`config.mk`:
```
export PLATFORM = sky130hd
export DESIGN_NAME = sata_reset_sequencer
export DESIGN_NICKNAME = d
export VERILOG_FILES = /design/src/rtl/sata_reset_pkg.sv /design/src/rtl/sata_lock_qualifier.sv /design/src/rtl/sata_reset_sequencer.sv
export SDC_FILE = /design/constraint.sdc
export NUM_CORES = 1
export LEC_CHECK = 0
export ABC_AREA = 1
export CAP_MARGIN = 0
export CORE_ASPECT_RATIO = 2
export CORE_MARGIN = 2
export CORE_UTILIZATION = 59
export DETAILED_ROUTE_END_ITERATION = 7
export PLACE_DENSITY_LB_ADDON = 0.3
export SETUP_SLACK_MARGIN = 0.05
export SLEW_MARGIN = 20
export SYNTH_ARGS = -nofsm -noshare
export SYNTH_HDL_FRONTEND = slang
export SYNTH_SLANG_ARGS = --single-unit
```
`constraint.sdc`:
```
create_clock -name i_clk -period 3 [get_ports i_clk]
set_clock_uncertainty 0.15 [all_clocks]
set_input_delay 0.6 -clock i_clk [delete_from_list [all_inputs] [get_ports i_clk]]
set_output_delay 0.6 -clock i_clk [all_outputs]
set_load 0.05 [all_outputs]
```
`src/rtl/sata_reset_pkg.sv`:
```
// rtl/sata_reset_pkg.sv - shared state encoding and sizing helper for the SATA reset sequencer
// Contents:
//   seq_state_t  - sequencer FSM state encoding (codes 5-7 unused)
//   retry_cnt_w  - width of the retry counter for a given MAX_RETRY
package sata_reset_pkg;

  typedef enum logic [2:0] {
    HOLD      = 3'd0,
    WAIT_LOCK = 3'd1,
    TX_RST    = 3'd2,
    RUN       = 3'd3,
    FAIL      = 3'd4
  } seq_state_t;

  // Enough bits to hold 0..MAX_RETRY; never narrower than one bit.
  function automatic int retry_cnt_w(input int max_retry);
    return (max_retry < 1) ? 1 : $clog2(max_retry + 1);
  endfunction

endpackage

```
`src/rtl/sata_lock_qualifier.sv`:
```
// rtl/sata_lock_qualifier.sv - all-enabled-lanes-locked reduction with stability counter
// Ports:
//   i_clk, i_rst      - sequencer clock, asynchronous active-high reset
//   i_lane_en         - lane enable mask; disabled lanes count as locked
//   i_pll_lock        - per-lane PLL lock, already synchronised to i_clk
//   i_clr             - holds the stability counter at zero
//   o_all_lk          - at least one lane enabled and every enabled lane locked
//   o_qualified       - all_lk has held for STABLE_CYCLES consecutive cycles (this one included)
module sata_lock_qualifier #(
  parameter int NUM_LANES     = 1,
  parameter int STABLE_CYCLES = 1024,
  parameter int CNT_W         = 32
) (
  input  logic                 i_clk,
  input  logic                 i_rst,
  input  logic [NUM_LANES-1:0] i_lane_en,
  input  logic [NUM_LANES-1:0] i_pll_lock,
  input  logic                 i_clr,
  output logic                 o_all_lk,
  output logic                 o_qualified
);

  localparam logic [CNT_W-1:0] STABLE_LAST = CNT_W'(STABLE_CYCLES - 1);

  logic [CNT_W-1:0] r_stab;
  logic             w_all_lk;

  // An all-masked lane set must not look "locked".
  assign w_all_lk = (|i_lane_en) && (&(i_pll_lock | ~i_lane_en));

  // Saturates at the last value so a stalled consumer cannot wrap it.
  always_ff @(posedge i_clk or posedge i_rst) begin
    if (i_rst) begin
      r_stab <= '0;
    end else if (i_clr || !w_all_lk) begin
      r_stab <= '0;
    end else if (r_stab != STABLE_LAST) begin
      r_stab <= r_stab + CNT_W'(1);
    end
  end

  assign o_all_lk    = w_all_lk;
  assign o_qualified = w_all_lk && (r_stab == STABLE_LAST);

endmodule

```
`src/rtl/sata_reset_sequencer.sv`:
```
// rtl/sata_reset_sequencer.sv - multi-lane PLL/GT reset and bring-up sequencer with timeout/retry
// Ports:
//   i_clk, i_rst      - refclk-domain clock, asynchronous active-high reset
//   i_lane_en         - lane enable mask (disabled lanes ignored for lock, held in TX reset)
//   i_pll_lock        - per-lane PLL lock, synchronised to i_clk
//   i_retry_req       - single-cycle pulse, leaves FAIL
//   o_pll_reset       - PLL reset to the GT
//   o_gt_tx_reset     - per-lane GTTXRESET
//   o_tx_userrdy      - per-lane TXUSERRDY
//   o_core_ready      - high only in RUN
//   o_fail            - sequencer is in FAIL
//   o_lock_lost       - one-cycle pulse when an enabled lane loses lock in RUN
//   o_retry_cnt       - timeout attempts in the current bring-up
//   o_state           - encoded FSM state for debug
module sata_reset_sequencer
  import sata_reset_pkg::*;
#(
  parameter int NUM_LANES           = 1,
  parameter int HOLD_CYCLES         = 6000000,
  parameter int LOCK_TIMEOUT_CYCLES = 600000,
  parameter int LOCK_STABLE_CYCLES  = 1024,
  parameter int TX_RST_CYCLES       = 64,
  parameter int MAX_RETRY           = 3,
  parameter int CNT_W               = 32
) (
  input  logic                                i_clk,
  input  logic                                i_rst,
  input  logic [NUM_LANES-1:0]                i_lane_en,
  input  logic [NUM_LANES-1:0]                i_pll_lock,
  input  logic                                i_retry_req,
  output logic                                o_pll_reset,
  output logic [NUM_LANES-1:0]                o_gt_tx_reset,
  output logic [NUM_LANES-1:0]                o_tx_userrdy,
  output logic                                o_core_ready,
  output logic                                o_fail,
  output logic                                o_lock_lost,
  output logic [retry_cnt_w(MAX_RETRY)-1:0]   o_retry_cnt,
  output logic [2:0]                          o_state
);

  localparam int               RW           = retry_cnt_w(MAX_RETRY);
  localparam logic [CNT_W-1:0] HOLD_LAST    = CNT_W'(HOLD_CYCLES - 1);
  localparam logic [CNT_W-1:0] TIMEOUT_LAST = CNT_W'(LOCK_TIMEOUT_CYCLES - 1);
  localparam logic [CNT_W-1:0] TX_LAST      = CNT_W'(TX_RST_CYCLES - 1);

  seq_state_t            r_state, w_next;
  logic [CNT_W-1:0]      r_cnt;
  logic [RW-1:0]         r_retry, w_retry_next;
  logic                  w_all_lk, w_qualified, w_any_lost;
  logic                  w_pll_reset, w_core_ready, w_fail, w_lock_lost;
  logic [NUM_LANES-1:0]  w_gt_tx_reset, w_tx_userrdy;

  sata_lock_qualifier #(
    .NUM_LANES     (NUM_LANES),
    .STABLE_CYCLES (LOCK_STABLE_CYCLES),
    .CNT_W         (CNT_W)
  ) u_lock_qual (
    .i_clk       (i_clk),
    .i_rst       (i_rst),
    .i_lane_en   (i_lane_en),
    .i_pll_lock  (i_pll_lock),
    .i_clr       (r_state != WAIT_LOCK),
    .o_all_lk    (w_all_lk),
    .o_qualified (w_qualified)
  );

  assign w_any_lost = |(i_lane_en & ~i_pll_lock);

  // Outputs are decoded from the next state so the registered copies line up
  // with the registered state.
  always_comb begin
    w_next        = r_state;
    w_retry_next  = r_retry;
    case (r_state)
      HOLD: begin
        if (r_cnt == HOLD_LAST) w_next = WAIT_LOCK;
      end
      WAIT_LOCK: begin
        if (w_qualified) begin
          w_next = TX_RST;
        end else if (r_cnt == TIMEOUT_LAST) begin
          w_retry_next = r_retry + RW'(1);
          w_next       = (w_retry_next == RW'(MAX_RETRY)) ? FAIL : HOLD;
        end
      end
      TX_RST: begin
        if (w_any_lost)             w_next = HOLD;
        else if (r_cnt == TX_LAST)  w_next = RUN;
      end
      RUN: begin
        if (w_any_lost) w_next = HOLD;
      end
      FAIL: begin
        if (i_retry_req) begin
          w_retry_next = '0;
          w_next       = HOLD;
        end
      end
      default: w_next = HOLD;
    endcase

    if (w_next == RUN) w_retry_next = '0;

    w_pll_reset   = (w_next == HOLD) || (w_next == FAIL);
    w_gt_tx_reset = '1;
    w_tx_userrdy  = '0;
    w_core_ready  = 1'b0;
    if (w_next == RUN) begin
      w_gt_tx_reset = ~i_lane_en;
      w_tx_userrdy  = i_lane_en;
      w_core_ready  = 1'b1;
    end
    w_fail      = (w_next == FAIL);
    w_lock_lost = (r_state == RUN) && w_any_lost;
  end

  always_ff @(posedge i_clk or posedge i_rst) begin
    if (i_rst) begin
      r_state       <= HOLD;
      r_cnt         <= '0;
      r_retry       <= '0;
      o_pll_reset   <= 1'b1;
      o_gt_tx_reset <= '1;
      o_tx_userrdy  <= '0;
      o_core_ready  <= 1'b0;
      o_fail        <= 1'b0;
      o_lock_lost   <= 1'b0;
    end else begin
      r_state <= w_next;
      r_retry <= w_retry_next;
      // Counter restarts on every state entry; it only needs to run in timed states.
      if (w_next != r_state)
        r_cnt <= '0;
      else if (r_state == HOLD || r_state == WAIT_LOCK || r_state == TX_RST)
        r_cnt <= r_cnt + CNT_W'(1);
      o_pll_reset   <= w_pll_reset;
      o_gt_tx_reset <= w_gt_tx_reset;
      o_tx_userrdy  <= w_tx_userrdy;
      o_core_ready  <= w_core_ready;
      o_fail        <= w_fail;
      o_lock_lost   <= w_lock_lost;
    end
  end

  assign o_retry_cnt = r_retry;
  assign o_state     = r_state;

endmodule

```
## Word level (Yosys, flattened, before mapping)

Index checks and enable logic that the tools add are counted.

| storage, ports and cells | value |
|---|---|
| bits in registers | 75 |
| bits of input ports | 5 |
| output and inout port bits | 11 |
| word-level logic and storage cells | 69 |

| cells by class | value |
|---|---|
| $add $sub $neg | 3 |
| equal/unequal tests | 17 |
| muxes and demuxes | 21 |
| bitwise operators | 4 |
| reductions and logical operators | 14 |

Operators with widths:

| kind | number |
|---|---|
| 32-bit two-way mux | 4 |
| 32-bit by 1-bit adder with 32-bit output (second input constant) | 2 |
| 32-bit by 10-bit equality test with 1-bit output (second input constant) | 1 |
| 32-bit by 20-bit equality test with 1-bit output (second input constant) | 1 |
| 32-bit by 23-bit equality test with 1-bit output (second input constant) | 1 |
| 32-bit by 6-bit equality test with 1-bit output (second input constant) | 1 |
| 32-bit by 10-bit inequality test with 1-bit output (second input constant) | 1 |
| 3-bit two-way mux | 8 |
| 3-bit one-hot mux with 5 select lines | 1 |
| 3-bit by 2-bit equality test with 1-bit output (second input constant) | 3 |
| 3-bit inequality test (second input constant) | 3 |
| 2-bit two-way mux | 4 |
| 3-bit equality test (second input constant) | 2 |
| 3-bit logical NOT | 2 |
| 1-bit logical OR | 4 |
| 2-bit one-hot mux with 2 select lines | 1 |
| 4-bit AND reduction | 1 |
| 2-bit nonzero test | 2 |
| 3-bit by 1-bit equality test with 1-bit output (second input constant) | 1 |
| 1-bit logical AND | 3 |
| 1-bit two-way mux | 3 |
| 3-bit by 1-bit inequality test with 1-bit output (second input constant) | 1 |
| 3-bit inequality test | 1 |
| 3-bit nonzero test | 1 |
| other kinds (6) | 7 |

## Longest topological paths before layout

Gate-level depths: netlist of the first run.

| logic depth | value |
|---|---|
| depth after elaboration | 9 |
| gate-level depth with buffers | 15 |
| depth with buffers taken out | 13 |

## Modules after synthesis

A second synthesis of the first run with hierarchy kept.

| unflattened totals | value |
|---|---|
| cell total of the unflattened synthesis | 723 |
| area total of the unflattened synthesis | 4,914.7 sq um |

Modules (own cells, without submodules):

| module | times used | cells an instance | area each (sq um) | seq. area each (sq um) |
|---|---|---|---|---|
| sata_reset_sequencer | 1 | 364 | 2,711.4 | 1,078.5 |
| sata_lock_qualifier | 1 | 359 | 2,203.4 | 800.8 |

## Worst setup path after synthesis of the first run

No wires, ideal clock.

| path | value |
|---|---|
| kind | register to register |
| from | register r_state[0], in the netlist o_state[0] |
| to | register r_cnt[6] |
| setup time | 128 ps |
| arrival | 1,806 ps |
| data required time | 2,722 ps |
| slack | 916 ps |
| cell stages (with the launch flop) | 13 |
| buffers on the path | 1 |
| clock period less this slack | 2,084 ps |
| cell sequence | dfrtp_1 -> inv_1 -> nand3_1 -> nor2_1 -> nand3_1 -> nor2_1 -> nor2_2 -> nand3_4 -> nand2_2 -> nand2_2 -> nand2_4 -> buf_12 -> nor2_4 |

| between the ends | value |
|---|---|
| word-level cells in the longest chain between the ends | 5 |
| elaborated cells between the ends (all ways) | 18 |
| classes of those cells | eq/ne: 5; mux: 9; reduce/logical: 4 |

RTL lines:

| element | RTL line | text |
|---|---|---|
| start: declaration | sata_reset_sequencer.sv:46 | `seq_state_t r_state, w_next;` |
| start signal: assignment | sata_reset_sequencer.sv:129 | `r_state <= w_next;` |
| 3-bit two-way mux, on equally long branches | sata_reset_sequencer.sv:88, sata_reset_sequencer.sv:81 |  |
| 3-bit two-way mux, on equally long branches | sata_reset_sequencer.sv:87, sata_reset_sequencer.sv:79 |  |
| 3-bit one-hot mux with 5 select lines (*) | sata_reset_sequencer.sv:74 | `case (r_state)` |
| net w_next[0] | sata_reset_sequencer.sv:46 |  |
| 3-bit inequality test (*) | sata_reset_sequencer.sv:132 | `if (w_next != r_state)` |
| 32-bit two-way mux / 2-bit nonzero test (equally long branches) | - |  |
| end signal: assignment | sata_reset_sequencer.sv:135 | `r_cnt <= r_cnt + CNT_W'(1);` |
| end: declaration | sata_reset_sequencer.sv:47 | `logic [CNT_W-1:0] r_cnt;` |

Mark *: on every way through the listed nets, which the timed path passes. The rest lies on a longest branch.
A chain may end at the register's enable or synchronous reset.

## Final worst setup path of the first run

| path | value |
|---|---|
| from | register r_state[0], in the netlist o_state[0] |
| to | output port o_state[0] |

RTL lines:

| element | RTL line | text |
|---|---|---|
| end: declaration | sata_reset_sequencer.sv:38 | `output logic [2:0] o_state` |

No word-level cell between the ends.

==> metrics.md, run 1 <==
| Metric | Value |
|---|---|
| Total routing usage reported by global routing | `29.3%` |
| FF-to-FF setup slack | `0.66 ns` |
| Total of warnings raised by yosys | `0` |
| Min-delay worst type | `reg2reg` |
| Placed wire-length estimate | `8980 µm` |
| Syn nets | `644` |
| Number of remaining DRC errors | `0` |
| Number of nets in the final layout | `666` |
| Sinks on Clock Net | `75` |
| Starting Density | `61.2%` |
| Cell Pwr Density | `559 nW/µm²` |
| Number of buffers inserted by hold repair at cts | `0` |
| Highest fanout seen on the critical path | `8` |
| Proportion of netlist area held by the largest area contributor | `37.6%` |
| Number of buffers inserted by port buffering | `15` |
| Filler Cells Inserted | `663` |
| Maximum Capacitance Violations | `0` |
| Number of instances resized during post-cts repair | `0` |
| Critical R2R Capture | `r_cnt[7]$_DFFE_PP0P_` |
| Reg2Reg Launch Point | `r_cnt[0]$_DFFE_PP0P_` |
| GRT overflow | `0` |
| Final estimated routing congestion in global placement | `0.943` |
| Post-Route WL | `12000 µm` |
| Share of post-route cells with drive strength above 1 | `18.1%` |
| Utilization after layout | `68.3%` |
| Time the worst path needs with I/O delays and setup | `2.50 ns` |
| Drt first pass iters | `4` |
| Synth Area in Compound Gates | `6.34%` |
| Startpoint kind of the worst setup timing path | `register` |
| EDFF count, synth | `0` |
| Clock latency at the later pin of the worst-skew pair | `0.34 ns` |
| Count of distinct cell types in the synthesized netlist | `37` |
| Post-synth design cell area | `4860 µm²` |
| Antenna cell count | `0` |
| Share of the synthesized netlist area taken by xor and xnor gates | `4.33%` |
| CP endpoint | `o_state[0]` |
| Cts bufs inserted | `9` |
| Leading cell types by total area after synthesis | `dfrtp_1 (38%), nand2_1 (10%), nor2_4 (7.9%)` |
| # Post-CTS Setup Buffers | `0` |
| Maximum single-stage delay on the critical path | `0.87 ns` |
| Die Span X | `68.2 µm` |
| Commonest cells in the synthesized netlist | `nand2_1 (133), nor2_1 (93), dfrtp_1 (73)` |
| Maximum ir drop on the vdd rail | `382 µV` |
| Iteration-0 DRC Markers | `278` |
| Kind of cell with the highest combined delay on the critical path | `buffers and inverters` |
| Number of cells produced by synthesis | `636` |
| Unrepaired setup endpoints after global routing | `no` |
| Fraction of synthesis flops using an asynchronous set or reset pin | `100%` |
| Portion of netlist area occupied by mux cells | `0.206%` |
| Maximum operating frequency | `400 MHz` |
| Dominant combinational cell family by area after synthesis | `simple AND/OR/NAND/NOR gates` |
| Clk pin slew, worst setup/hold paths | `0.06 ns` |
| Overall die area | `9020 µm²` |
| I/O pin count | `16` |
| Adder and majority cell fraction of the synthesized area | `0.773%` |
| Element type at the critical path end | `output pin` |
| Register bit count reported by yosys | `75` |
| Status | `finished, final reports clean` |
| Global-route wire length before repair | `19700 µm` |
| Number of vias per cell | `5.62` |
| Vertical extent of the die | `132 µm` |
| Length in cells of the worst reg-to-reg path | `14` |
| Signed area change from the synthesized netlist to the final layout | `11.7%` |
| Final count of negative-setup-slack endpoints | `0` |
| Buf/Inv on CP | `1` |
| Number of standard-cell rows in the floorplan | `46` |
| Largest net degree at the start of global routing | `76` |
| Required time at the worst-slack endpoint | `2.25 ns` |
| Routed Antenna Nets | `0` |
| Routed wirelength normalized by instance count | `15.9 µm` |
| Synth Area per Inst | `7.64 µm²` |
| Number of vias after detailed routing | `4258` |
| Leakage | `2.42 nW` |
| Most numerous cell in the Yosys netlist | `nand2_1` |
| Cell type of the slowest stage on the worst timing path | `clkdlybuf4s50_1` |
| Launch point of the worst path | `o_state[0]$_DFF_PP0_` |
| Number of antenna violations at the first check in global routing | `0` |
| Slew @ Worst Pin | `0.525 ns` |
| Main flop type after synthesis | `dfrtp_1` |
| Std-Cell Core Area | `7940 µm²` |
| Final setup TNS | `0 ns` |
| Count of endpoints failing hold in the final timing report | `0` |
| Max_slew headroom | `64.7%` |
| Worst path setup slack after routing | `0.502 ns` |
| CTS tree | `done` |
| H-tree level count | `3` |
| Critical path class | `reg2out` |
| Fin crit share | `83.3%` |
| Max-slew violations | `0` |
| Setup Slack @ Placement | `0.406 ns` |
| Cells traversed along the worst timing path | `clkdlybuf4s50_1` |
| Buffer cell driving the clock tree root | `clkbuf_16` |
| Yosys top cell by area | `dfrtp_1` |
| Number of global-route vias before repair | `4432` |
| Simple-gate share of the synthesized area | `40.9%` |
| Clock Path Buffers | `2` |
| Stages on worst setup path | `1` |
| Worst Path Arrival | `1.75 ns` |
| Part of the Yosys area used for sequential elements | `38.7%` |
## how the worst min path moves through the flow
stage                                            start                            endpoint  slack [ns]  cells past startpoint
floorplan            u_lock_qual.r_stab[6]$_DFFE_PP0P_   u_lock_qual.r_stab[6]$_DFFE_PP0P_        0.30                      1
global placement     u_lock_qual.r_stab[5]$_DFFE_PP0P_   u_lock_qual.r_stab[5]$_DFFE_PP0P_        0.33                      1
detailed placement   u_lock_qual.r_stab[6]$_DFFE_PP0P_   u_lock_qual.r_stab[6]$_DFFE_PP0P_        0.33                      1
CTS                  u_lock_qual.r_stab[6]$_DFFE_PP0P_   u_lock_qual.r_stab[6]$_DFFE_PP0P_        0.34                      1
global route        u_lock_qual.r_stab[20]$_DFFE_PP0P_  u_lock_qual.r_stab[20]$_DFFE_PP0P_        0.36                      1
finish               u_lock_qual.r_stab[6]$_DFFE_PP0P_   u_lock_qual.r_stab[6]$_DFFE_PP0P_        0.34                      1
## kinds of logic (layout without fill, tap and decap cells)
group | Yosys count | count (layout)
simple gates | 379 | 379
xor+xnor | 24 | 24
fa+ha+maj | 3 | 3
compound gates | 54 | 54
buf+inv | 100 | 126
flops | 75 | 75
mux | 1 | 1
## final cells by class
| type | instances | area (µm²) | share of cell area (%) |
|---|---|---|---|
| Clock buffer | 11 | 243 | 4.47 |
| Clock inverter | 4 | 75.1 | 1.38 |
| Inverter | 90 | 338 | 6.23 |
| Multi-Input combinational cell | 461 | 2550 | 47.0 |
| Sequential cell | 75 | 1880 | 34.6 |
| Tap cell | 96 | 120 | 2.21 |
| Timing Repair Buffer | 21 | 220 | 4.06 |
## where the power goes
group	switching [W]	internal (W)
sequential	0.0000514	0.00106
combinational	0.000540	0.000217
clock	0.000417	0.000746
total	0.00101	0.00203
## sequential cells by signal (all words and copies together), names as in the netlist
signal              flops
o_pll_reset             1
u_lock_qual.r_stab     32
o_fail                  1
o_core_ready            1
o_retry_cnt             2
r_cnt                  32
o_gt_tx_reset           1
o_tx_userrdy            1
o_lock_lost             1
o_state                 3
## metal layers
metal / global-route usage, % / wire (µm) / part of all wire (%)
met5: 0 / 0 / 0
met4: 22.4 / 867 / 7.2
met3: 5.21 / 337 / 2.8
met2: 53.1 / 6730 / 56
met1: 26.4 / 4090 / 34
## cell usage in the layout, fill, tap and decap left out, types with 3 or more instances in the layout
| master | n |
|---|---|
| nand4_1 | 13 |
| buf_4 | 4 |
| nor3_1 | 21 |
| clkdlybuf4s50_1 | 15 |
| ha_1 | 3 |
| nor2_1 | 93 |
| a211oi_1 | 4 |
| inv_2 | 24 |
| xnor2_1 | 4 |
| nor4_1 | 3 |
| nor2_4 | 34 |
| dfrtp_1 | 73 |
| nand3_1 | 40 |
| o21a_1 | 3 |
| nand2_2 | 11 |
| a31oi_1 | 4 |
| nand3_2 | 6 |
| nand2_1 | 133 |
| o21ai_0 | 16 |
| a21oi_1 | 21 |
| inv_1 | 64 |
| nor2_2 | 16 |
| xor2_1 | 20 |
| clkbuf_16 | 9 |
## metrics by stage
step | cells | area (µm²) | hold WS, ns | total power, W
after global placement | 743 | 5110 | 0.328 | 0.00186
after global routing | 758 | 5430 | 0.364 | 0.00315
after CTS | 758 | 5430 | 0.338 | 0.00305
after floorplan | 636 | 4860 | 0.301 | 0.00180
final | 758 | 5430 | 0.345 | 0.00304
after detailed placement | 743 | 5110 | 0.328 | 0.00189
Note: power is estimated with default switching activity, not from simulation.
==> run 2, diff against run 1 <==
==> constraint.sdc (replaced) <==
create_clock -name i_clk -period 2.6 [get_ports i_clk]
set_clock_uncertainty 0.15 [all_clocks]
set_input_delay 0.52 -clock i_clk [delete_from_list [all_inputs] [get_ports i_clk]]
set_output_delay 0.52 -clock i_clk [all_outputs]
set_load 0.05 [all_outputs]
==> run 2 against run 1 <==
Effect of this change:
- routed wire length decreased by 1.8%
- largest power group is now registers
- non-clock buffer count unchanged
- highest routed layer unchanged
- final area decreased by 0.23%
- sequential power increased by 15%
- first-iteration DRC count decreased by 21%
- via count decreased by 1.1%
==> metrics.md, run 2 (same netlist as run 1, synthesis figures left out) <==
| Metric | Value |
|---|---|
| Antenna cell count | `0 (unchanged)` |
| Stages on worst setup path | `1 (unchanged)` |
| Number of buffers inserted by hold repair at cts | `0 (unchanged)` |
| Number of buffers inserted by port buffering | `15 (unchanged)` |
| Status | `finished, final reports clean (unchanged)` |
| Filler Cells Inserted | `671 (was 663)` |
| Reg2Reg Launch Point | `r_cnt[0]$_DFFE_PP0P_ (unchanged)` |
| Element type at the critical path end | `output pin (unchanged)` |
| Maximum Capacitance Violations | `0 (unchanged)` |
| Cell Pwr Density | `628 nW/µm² (was 559 nW/µm²)` |
| Routed Antenna Nets | `0 (unchanged)` |
| Die Span X | `68.2 µm (unchanged)` |
| Buf/Inv on CP | `1 (unchanged)` |
| Number of global-route vias before repair | `4468 (was 4432)` |
| Clock latency at the later pin of the worst-skew pair | `0.34 ns (about the same)` |
| Worst path setup slack after routing | `0.205 ns (was 0.502 ns)` |
| Final setup TNS | `0 ns (unchanged)` |
| Startpoint kind of the worst setup timing path | `register (unchanged)` |
| I/O pin count | `16 (unchanged)` |
| Share of post-route cells with drive strength above 1 | `18.1% (about the same)` |
| Area used by multi-input combinational logic | `2550 µm² (unchanged)` |
| Critical path class | `reg2out (unchanged)` |
| Overall die area | `9020 µm² (unchanged)` |
| Std-Cell Core Area | `7940 µm² (unchanged)` |
| Instance area after placement | `5120 µm² (was 5110 µm²)` |
| # Post-CTS Setup Buffers | `0 (unchanged)` |
| Setup Slack @ Placement | `0.0916 ns (was 0.406 ns)` |
| Number of remaining DRC errors | `0 (unchanged)` |
| FF-to-FF setup slack | `0.25 ns (was 0.66 ns)` |
| Critical R2R Capture | `r_cnt[28]$_DFFE_PP0P_ (was r_cnt[7]$_DFFE_PP0P_)` |
| Unrepaired setup endpoints after global routing | `no (unchanged)` |
| Fin Hold WS | `0.341 ns (was 0.345 ns)` |
| Count of endpoints failing hold in the final timing report | `0 (unchanged)` |
| Post-Route WL | `11800 µm (was 12000 µm)` |
| Highest fanout seen on the critical path | `8 (unchanged)` |
| Iteration-0 DRC Markers | `221 (was 278)` |
| Signed area change from the synthesized netlist to the final layout | `11.4% (was 11.7%)` |
| Maximum operating frequency | `418 MHz` |
| Length in cells of the worst reg-to-reg path | `11 (was 14)` |
| Worst Path Arrival | `1.72 ns (was 1.75 ns)` |
| Total routing usage reported by global routing | `29.2% (was 29.3%)` |
| Cts bufs inserted | `9 (unchanged)` |
| Vertical extent of the die | `132 µm (unchanged)` |
| Area of all sequential standard cells | `1880 µm² (unchanged)` |
| Max-slew violations | `0 (unchanged)` |
| Largest net degree at the start of global routing | `76 (unchanged)` |
| Routed wirelength normalized by instance count | `15.6 µm (was 15.9 µm)` |
| Kind of cell with the highest combined delay on the critical path | `buffers and inverters (unchanged)` |
| Global-route wire length before repair | `19700 µm (about the same)` |
| Maximum ir drop on the vdd rail | `553 µV (was 382 µV)` |
| Slew @ Worst Pin | `0.546 ns (was 0.525 ns)` |
| Cell type of the slowest stage on the worst timing path | `clkdlybuf4s50_1 (unchanged)` |
| Required time at the worst-slack endpoint | `1.93 ns (was 2.25 ns)` |
| Number of vias per cell | `5.55 (was 5.62)` |
| Cells traversed along the worst timing path | `clkdlybuf4s50_1 (unchanged)` |
| GRT overflow | `0 (unchanged)` |
| Number of vias after detailed routing | `4210 (was 4258)` |
| Buffer cell driving the clock tree root | `clkbuf_16 (unchanged)` |
| Starting Density | `61.2% (unchanged)` |
| Number of antenna violations at the first check in global routing | `0 (unchanged)` |
| Commonest cells after routing, fill and taps aside | `nand2_1 (133), nor2_1 (93), dfrtp_1 (73) (unchanged)` |
| Number of standard-cell rows in the floorplan | `46 (unchanged)` |
| Fin crit share | `92.1%` |
| Time the worst path needs with I/O delays and setup | `2.39 ns` |
| Final non-filler cell area | `5410 µm² (was 5430 µm²)` |
| CTS tree | `done (unchanged)` |
| Clock Path Buffers | `2 (unchanged)` |
| Number of nets in the final layout | `666 (unchanged)` |
| Number of instances resized during post-cts repair | `0 (unchanged)` |
| Sinks on Clock Net | `75 (unchanged)` |
| Min-delay worst type | `reg2reg (unchanged)` |
| Placed wire-length estimate | `8920 µm (was 8980 µm)` |
| Drt first pass iters | `4 (unchanged)` |
| Most common cell after layout, fill and taps aside | `nand2_1 (unchanged)` |
| Max_slew headroom | `63.3% (was 64.7%)` |
| Final estimated routing congestion in global placement | `0.966 (was 0.943)` |
| CP endpoint | `o_state[0] (unchanged)` |
| H-tree level count | `3 (unchanged)` |
| Leakage | `2.41 nW (was 2.42 nW)` |
| Maximum single-stage delay on the critical path | `0.87 ns (about the same)` |
| Clk pin slew, worst setup/hold paths | `0.06 ns (about the same)` |
| Launch point of the worst path | `o_state[0]$_DFF_PP0_ (unchanged)` |
| Final count of negative-setup-slack endpoints | `0 (unchanged)` |
-- run 2: final cells by class --
type                            count  area share [%]
Timing Repair Buffer               21            4.30
Clock buffer                       11            4.30
Sequential cell                    75            34.7
Multi-Input combinational cell    461            47.1
Inverter                           90            6.31
Clock inverter                      5            1.04
Tap cell                           96            2.22
-- run 2: stage by stage --
step,cells,total power (W),util [%]
after global placement,743,0.00219,64.5
after CTS,759,0.00344,68.2
final,759,0.00340,68.2
after detailed placement,743,0.00221,64.5
after floorplan,636,0.00207,-
after global routing,759,0.00356,68.2
-- run 2: worst min path at each step --
stage / from / endpoint / slack (ns) / cells after the start
floorplan: u_lock_qual.r_stab[6]$_DFFE_PP0P_ / u_lock_qual.r_stab[6]$_DFFE_PP0P_ / 0.30 / 1
global placement: u_lock_qual.r_stab[6]$_DFFE_PP0P_ / u_lock_qual.r_stab[6]$_DFFE_PP0P_ / 0.32 / 1
detailed placement: u_lock_qual.r_stab[6]$_DFFE_PP0P_ / u_lock_qual.r_stab[6]$_DFFE_PP0P_ / 0.33 / 1
CTS: u_lock_qual.r_stab[6]$_DFFE_PP0P_ / u_lock_qual.r_stab[6]$_DFFE_PP0P_ / 0.34 / 1
global route: u_lock_qual.r_stab[20]$_DFFE_PP0P_ / u_lock_qual.r_stab[20]$_DFFE_PP0P_ / 0.37 / 1
finish: u_lock_qual.r_stab[5]$_DFFE_PP0P_ / u_lock_qual.r_stab[5]$_DFFE_PP0P_ / 0.34 / 1
-- run 2: routing by layer --
| layer | vias to the layer above | global-route usage (%) | wire length (µm) |
|---|---|---|---|
| li1 | 2068 | - | - |
| met1 | 1992 | 27.0 | 4000 |
| met2 | 100 | 53.3 | 6770 |
| met3 | 50 | 5.72 | 325 |
| met4 | 0 | 19.9 | 720 |
| met5 | - | 0 | 0 |
-- run 2: power by group --
part | total, W | switching, W | internal [W]
clock | 0.00122 | 0.000476 | 0.000741
sequential | 0.00129 | 0.0000599 | 0.00123
combinational | 0.000896 | 0.000618 | 0.000279
total | 0.00340 | 0.00115 | 0.00225
